`config.mk`:
```
export PLATFORM = sky130hd
export DESIGN_NAME = wb_commit_buffer
export DESIGN_NICKNAME = d
export VERILOG_FILES = /design/src/rtl/wb_commit_buffer.sv
export SDC_FILE = /design/constraint.sdc
export NUM_CORES = 1
export LEC_CHECK = 0
export BUFFER_PORTS_ARGS = -buffer_cell sky130_fd_sc_hd__buf_2
export CAP_MARGIN = 0
export CORE_AREA = 2 2 316 318
export DETAILED_ROUTE_END_ITERATION = 10
export DIE_AREA = 0 0 318 320
export PLACE_DENSITY = 0.71
export SLEW_MARGIN = 20
export SYNTH_ARGS = -nofsm -noshare
export SYNTH_HDL_FRONTEND = slang
export SYNTH_SLANG_ARGS = --single-unit
```
`constraint.sdc`:
```
create_clock -name clk -period 13.2 [get_ports clk]
set_input_delay 2.64 -clock clk [delete_from_list [all_inputs] [get_ports clk]]
set_output_delay 2.64 -clock clk [all_outputs]
set_load 0.01 [all_outputs]
```
`src/rtl/wb_commit_buffer.sv`:
```
`default_nettype none
// +----------------------------------------------------------------------------+
// | wb_commit_buffer: in-order writeback buffer with single-entry retirement,  |
// | head interrupt check, trap redirect/flush and youngest-first forwarding.   |
// | Revision: 1.0                                                              |
// +----------------------------------------------------------------------------+
module wb_commit_buffer #(
  parameter int LANES  = 2,
  parameter int DEPTH  = 4,
  parameter int XLEN   = 64,
  parameter int NCAUSE = 16
) (
  input  logic                      clk,
  input  logic                      rst,
  input  logic [LANES-1:0]          in_valid,
  output logic                      in_ready,
  input  logic [LANES*XLEN-1:0]     in_pc,
  input  logic [LANES*5-1:0]        in_rd,
  input  logic [LANES-1:0]          in_wen,
  input  logic [LANES*XLEN-1:0]     in_data,
  input  logic [LANES-1:0]          in_skip,
  input  logic [1:0]                priviledge_mode,
  input  logic [XLEN-1:0]           mstatus,
  input  logic [XLEN-1:0]           mip,
  input  logic [XLEN-1:0]           mie,
  input  logic [XLEN-1:0]           mtvec,
  output logic                      commit_valid,
  input  logic                      commit_ready,
  output logic [XLEN-1:0]           commit_pc,
  output logic [4:0]                commit_rd,
  output logic                      commit_wen,
  output logic [XLEN-1:0]           commit_data,
  output logic                      commit_skip,
  output logic                      trap_taken,
  output logic [4:0]                trap_cause,
  output logic                      redirect_valid,
  output logic [XLEN-1:0]           redirect_pc,
  input  logic [4:0]                fwd_rd,
  output logic                      fwd_hit,
  output logic [XLEN-1:0]           fwd_data,
  output logic [$clog2(DEPTH):0]    count
);

  localparam int c_PW = $clog2(DEPTH);
  localparam int c_CW = c_PW + 1;

  logic [XLEN-1:0]  r_pc   [DEPTH];
  logic [XLEN-1:0]  r_data [DEPTH];
  logic [4:0]       r_rd   [DEPTH];
  logic [DEPTH-1:0] r_wen;
  logic [DEPTH-1:0] r_skip;
  logic [DEPTH-1:0] r_vld;
  logic [c_PW-1:0]  r_head;
  logic [c_PW-1:0]  r_tail;
  logic [c_CW-1:0]  r_count;

  logic [c_CW-1:0]  w_n;
  logic [c_PW-1:0]  w_slot [LANES];
  logic             w_enq;
  logic             w_deq;
  logic             w_flush;
  logic [31:0]      w_pend;
  logic [4:0]       w_cause;
  logic             w_gie;
  logic [XLEN-1:0]  w_vec_off;
  logic [c_PW-1:0]  w_fidx;
  logic             w_unused;

  assign w_unused = ^{mstatus, mip, mie};

  always_comb begin
    w_n = '0;
    for (int i = 0; i < LANES; i++) begin
      w_n       = w_n + c_CW'(in_valid[i]);
      w_slot[i] = r_tail + c_PW'(i);
    end
  end

  // Free-space test uses the registered count only; a same-cycle retire does not help.
  assign in_ready     = ({1'b0, r_count} + (c_CW+1)'(LANES)) <= (c_CW+1)'(DEPTH);
  assign commit_valid = (r_count != '0);
  assign count        = r_count;

  always_comb begin
    w_pend             = '0;
    w_pend[NCAUSE-1:0] = mip[NCAUSE-1:0] & mie[NCAUSE-1:0];
    w_cause            = '0;
    for (int i = NCAUSE - 1; i >= 0; i--) begin
      if (w_pend[i]) w_cause = 5'(i);
    end
    if (w_pend[7])  w_cause = 5'd7;
    if (w_pend[3])  w_cause = 5'd3;
    if (w_pend[11]) w_cause = 5'd11;
  end

  assign w_gie          = (priviledge_mode == 2'd0) || (priviledge_mode == 2'd3 && mstatus[3]);
  assign trap_taken     = commit_valid && w_gie && (w_pend != '0);
  assign trap_cause     = trap_taken ? w_cause : 5'd0;
  assign redirect_valid = trap_taken;
  assign w_vec_off      = (mtvec[1:0] == 2'b01) ? XLEN'({w_cause, 2'b00}) : '0;
  assign redirect_pc    = trap_taken ? ({mtvec[XLEN-1:2], 2'b00} + w_vec_off) : '0;

  assign commit_pc   = commit_valid ? r_pc[r_head]   : '0;
  assign commit_rd   = commit_valid ? r_rd[r_head]   : '0;
  assign commit_data = commit_valid ? r_data[r_head] : '0;
  assign commit_skip = commit_valid && r_skip[r_head];
  assign commit_wen  = commit_valid && !trap_taken && r_wen[r_head];

  assign w_flush = trap_taken && commit_ready;
  assign w_deq   = commit_valid && commit_ready;
  assign w_enq   = in_ready && (w_n != '0) && !w_flush;

  // Walk oldest to youngest so the last match left standing is the youngest.
  always_comb begin
    fwd_hit  = 1'b0;
    fwd_data = '0;
    w_fidx   = '0;
    for (int j = 0; j < DEPTH; j++) begin
      w_fidx = r_head + c_PW'(j);
      if (fwd_rd != 5'd0 && r_vld[w_fidx] && r_wen[w_fidx] && r_rd[w_fidx] == fwd_rd) begin
        fwd_hit  = 1'b1;
        fwd_data = r_data[w_fidx];
      end
    end
  end

  always_ff @(posedge clk or posedge rst) begin
    if (rst) begin
      r_head  <= '0;
      r_tail  <= '0;
      r_count <= '0;
      r_vld   <= '0;
    end else if (w_flush) begin
      r_head  <= r_tail;
      r_count <= '0;
      r_vld   <= '0;
    end else begin
      if (w_deq) begin
        r_head        <= r_head + 1'b1;
        r_vld[r_head] <= 1'b0;
      end
      if (w_enq) begin
        r_tail <= r_tail + c_PW'(w_n);
        for (int i = 0; i < LANES; i++) begin
          if (in_valid[i]) r_vld[w_slot[i]] <= 1'b1;
        end
      end
      r_count <= r_count + (w_enq ? w_n : '0) - c_CW'(w_deq);
    end
  end

  always_ff @(posedge clk) begin
    if (w_enq) begin
      for (int i = 0; i < LANES; i++) begin
        if (in_valid[i]) begin
          r_pc[w_slot[i]]   <= in_pc[i*XLEN +: XLEN];
          r_data[w_slot[i]] <= in_data[i*XLEN +: XLEN];
          r_rd[w_slot[i]]   <= in_rd[i*5 +: 5];
          r_wen[w_slot[i]]  <= in_wen[i];
          r_skip[w_slot[i]] <= in_skip[i];
        end
      end
    end
  end

endmodule
`default_nettype wire

```
==> results by group <==
GRT
  – Largest net degree at the start of global routing: 88
  – Initial antenna violation count: 47
  – Global-route wire length before repair: 167000 um
  – Tot GR Track Use: 21.7%
  – Vias in the first global route: 26000
  – Overflow left after global routing: 0

Logic synthesis
  – Synthesis warning total: 0
  – Synth top area share: 43.9%
  – Register area share after synthesis: 44.7%
  – Synth area leader: edfxtp_1
  – Synth area leaders: edfxtp_1 44%, mux4_2 21%, mux2_2 16%
  – Yosys cell types: 63
  – Avg Synthesized Cell Area: 14.1 um2
  – Post-synth EDFFs: 540
  – Main flop type after synthesis: edfxtp_1
  – Mapped cell area: 36900 um2
  – Register bit total from synthesis: 551
  – Asr flop ratio synth: 2.00%
  – Cells after synthesis: 2619

Clock tree
  – Reg clk slew, reported paths: 50 ps
  – Post-CTS Hold Buffers: 0
  – Worst-Skew Late Latency: 680 ps
  – CTS HTree Levels: 2
  – CTS Root Cell: clkbuf_16
  – Setup Fix Bufs, Post-CTS: 0
  – CTS Buf Count: 61
  – # resized after CTS: 0
  – Total clock sinks: 551
  – Clk buf depth: 3
  – CTS tree: done

Placed design
  – Pre-CTS setup slack: 3930 ps
  – Gpl congestion: 0.926
  – Port Buf Inserts: 651
  – DPL Wire Length: 77400 um

Power and ir drop
  – Pwr Density: 212 nW/um2
  – VDD IR max: 0.184 mV
  – Leakage: 15.7 nW

STA
  – Setup violators final: 0
  – Skew final: 55.8 ps
  – Period minus WS final: 9400 ps
  – Slew Limit Fails: 0
  – Sum of negative setup slack: 0 ps
  – Endpoints failing hold: 0
  – Crit share post-route: 71.2%
  – Fmax: 106 MHz
  – Max_slew headroom: 27.5%
  – Least-Margin Pin Slew: 1080 ps
  – Final WS setup: 3800 ps
  – WHS: 606 ps
  – Unrepaired setup endpoints after global routing: false

Route
  – DRC Markers: 0
  – First-pass DRT Iterations: 5
  – Starting DRT DRC Count: 2710
  – Post-DRT Antenna Nets: 0
  – Routed length per instance: 25.1 um
  – Vias/cell: 5.83
  – Drt total wl: 113000 um
  – Vias: 26400

Setup path
  – Worst-path cell chain: buf_2, nand2_1, a32o_1, a32o_1, a32o_1, a32o_1, a21oi_1, nor2_1, ha_1, inv_1, fa_1, nor2b_1, o21ai_0, a2111o_1, and4bb_2, nand3_1, xor2_1, nor2_1, buf_2
  – Critical Path Start Type: input port
  – CP endpoint kind: primary output
  – CP Class: input port to primary output
  – R2R setup slack: 8270 ps
  – Slowest CP cell: o21ai_0
  – Critical R2R Capture: r_data[2][53]$_DFFE_PP_
  – Crit path buf inv count: 3
  – CP endpoint: redirect_pc[58]
  – FF-to-FF Start: count[1]$_DFF_PP0_
  – Crit-path leading delay family: compound AO/OA/AOI/OAI gates
  – Most common cell on crit path: a32o_1
  – Worst path required time: 10560 ps
  – Worst path max stage delay: 580 ps
  – Reg2Reg Depth: 8
  – Worst Path Max Fanout: 4
  – Crit. path cell count: 19
  – Crit path DAT: 6760 ps
  – CP startpoint: mip[14]

Finish
  – Area Overhead vs Synth: 17.1%
  – Nets: 3712
  – Fraction of layout cells with a size suffix above 1: 52.0%

Die
  – Row count: 115
  – # IOs: 814
  – DIE WIDTH: 318 um
  – Core area: 98000 um2
  – Starting density of the core: 37.7%
  – Full die area: 102000 um2
  – Die H: 320 um

Hold path
  – Worst hold path class: register to register

Outcome
  – Status: completed

Flow run
  – Max_cap viols: 0
## kinds of logic after synthesis
family / synth area share (%)
xor gates and xnor gates: 1.78
AOI/OAI and AO/OA: 3.22
muxes: 37.5
DFF: 44.7
and+or+nand+nor: 9.21
other: 0.0102
buffers and inverters: 2.99
adders and majority gates: 0.617
## routing by layer
metal  wire length, um  up-vias  track usage [%]
met1             45000    13300             28.6
met2             52900     1300             34.4
met5               218        -                0
met3             12400      204             6.27
met4              2890       36             7.01
li1                  -    11500                -
## per-stage QoR
step / cells / cell area [um2] / total power, mW / util [%]
floorplan: 2621 / 36900 / 6.22 / -
global route: 4511 / 43200 / 9.61 / 44.1
detailed placement: 4381 / 41200 / 7.55 / 42.1
finish: 4524 / 43200 / 9.15 / 44.1
CTS: 4493 / 43200 / 9.22 / 44.0
global placement: 4381 / 41200 / 7.49 / 42.1
## report_power, final
group / internal [mW] / total, mW / switching, mW
clock network: 0.923 / 1.66 / 0.736
logic: 2.33 / 4.68 / 2.35
registers: 2.53 / 2.81 / 0.279
total: 5.79 / 9.15 / 3.36
## Yosys cell counts, types with 3 or more instances
library cell and number:
dfrtp_1 11, buf_1 27, mux2_2 518, buf_4 7
inv_1 24, nor2_1 133, buf_6 3, nand2b_1 4
buf_2 102, nand2_1 121, nor2b_1 71, clkbuf_1 83
mux2i_1 10, o21ai_1 64, xnor2_1 38, and4_1 8
and3_1 71, ha_1 15, a21boi_0 5, a2bb2oi_1 4
or3_1 9, a21oi_1 13, o21ai_0 24, mux4_2 344
nor3_1 11, xor2_1 37, or4_1 4, a31oi_1 65
mux2_1 15, nand4_1 19, edfxtp_1 540, a21o_1 3
and2_1 143, nand3_1 35, a32o_1 4
## layout make-up
class | count | area (um2)
Inverter | 25 | 93.8
Sequential cell | 551 | 16500
Clock buffer | 70 | 1560
Tap cell | 1287 | 1610
Multi-Input combinational cell | 1823 | 19400
Clock inverter | 42 | 343
Antenna cell | 31 | 77.6
Timing Repair Buffer | 695 | 3600
Fill cell | 8907 | 54800
## sequential cells by signal, summed over array words and instances, names as in the netlist
| name | flops |
|---|---|
| r_rd | 20 |
| r_wen | 4 |
| count | 3 |
| r_tail | 2 |
| r_vld | 4 |
| r_data | 256 |
| r_head | 2 |
| r_skip | 4 |
| r_pc | 256 |
## how the worst min path moves through the flow
stage,to,from,cells after the start
after global placement,r_tail[1]$_DFFE_PP0P_,r_tail[1]$_DFFE_PP0P_,1
after floorplan,r_skip[0]$_DFFE_PP_,r_skip[0]$_DFFE_PP_,2
final,r_tail[1]$_DFFE_PP0P_,r_tail[1]$_DFFE_PP0P_,1
after detailed placement,r_tail[1]$_DFFE_PP0P_,r_tail[1]$_DFFE_PP0P_,1
after global routing,r_tail[1]$_DFFE_PP0P_,r_tail[1]$_DFFE_PP0P_,1
after CTS,r_tail[1]$_DFFE_PP0P_,r_tail[1]$_DFFE_PP0P_,1
## cells in the final DEF (no fill, tap or decap), types with 10 or more instances in the layout
| cell type | synthesis | layout |
|---|---|---|
| a21oi_1 | 13 | 13 |
| a31oi_1 | 65 | 65 |
| and2_1 | 143 | 143 |
| and3_1 | 71 | 71 |
| buf_2 | 102 | 651 |
| buf_4 | 7 | 42 |
| clkbuf_16 | 0 | 61 |
| clkinv_1 | 1 | 20 |
| clkinv_2 | 0 | 12 |
| diode_2 | 0 | 31 |
| edfxtp_1 | 540 | 540 |
| ha_1 | 15 | 14 |
| inv_1 | 24 | 24 |
| mux2_1 | 15 | 15 |
| mux2_2 | 518 | 518 |
| mux2i_1 | 10 | 10 |
| mux4_2 | 344 | 344 |
| nand2_1 | 121 | 117 |
| nand3_1 | 35 | 35 |
| nand4_1 | 19 | 19 |
| nor2_1 | 133 | 133 |
| nor2b_1 | 71 | 71 |
| nor3_1 | 11 | 11 |
| o21ai_0 | 24 | 24 |
| o21ai_1 | 64 | 64 |
| xnor2_1 | 38 | 38 |
| xor2_1 | 37 | 37 |
Note: power is estimated with default switching activity, not from simulation.
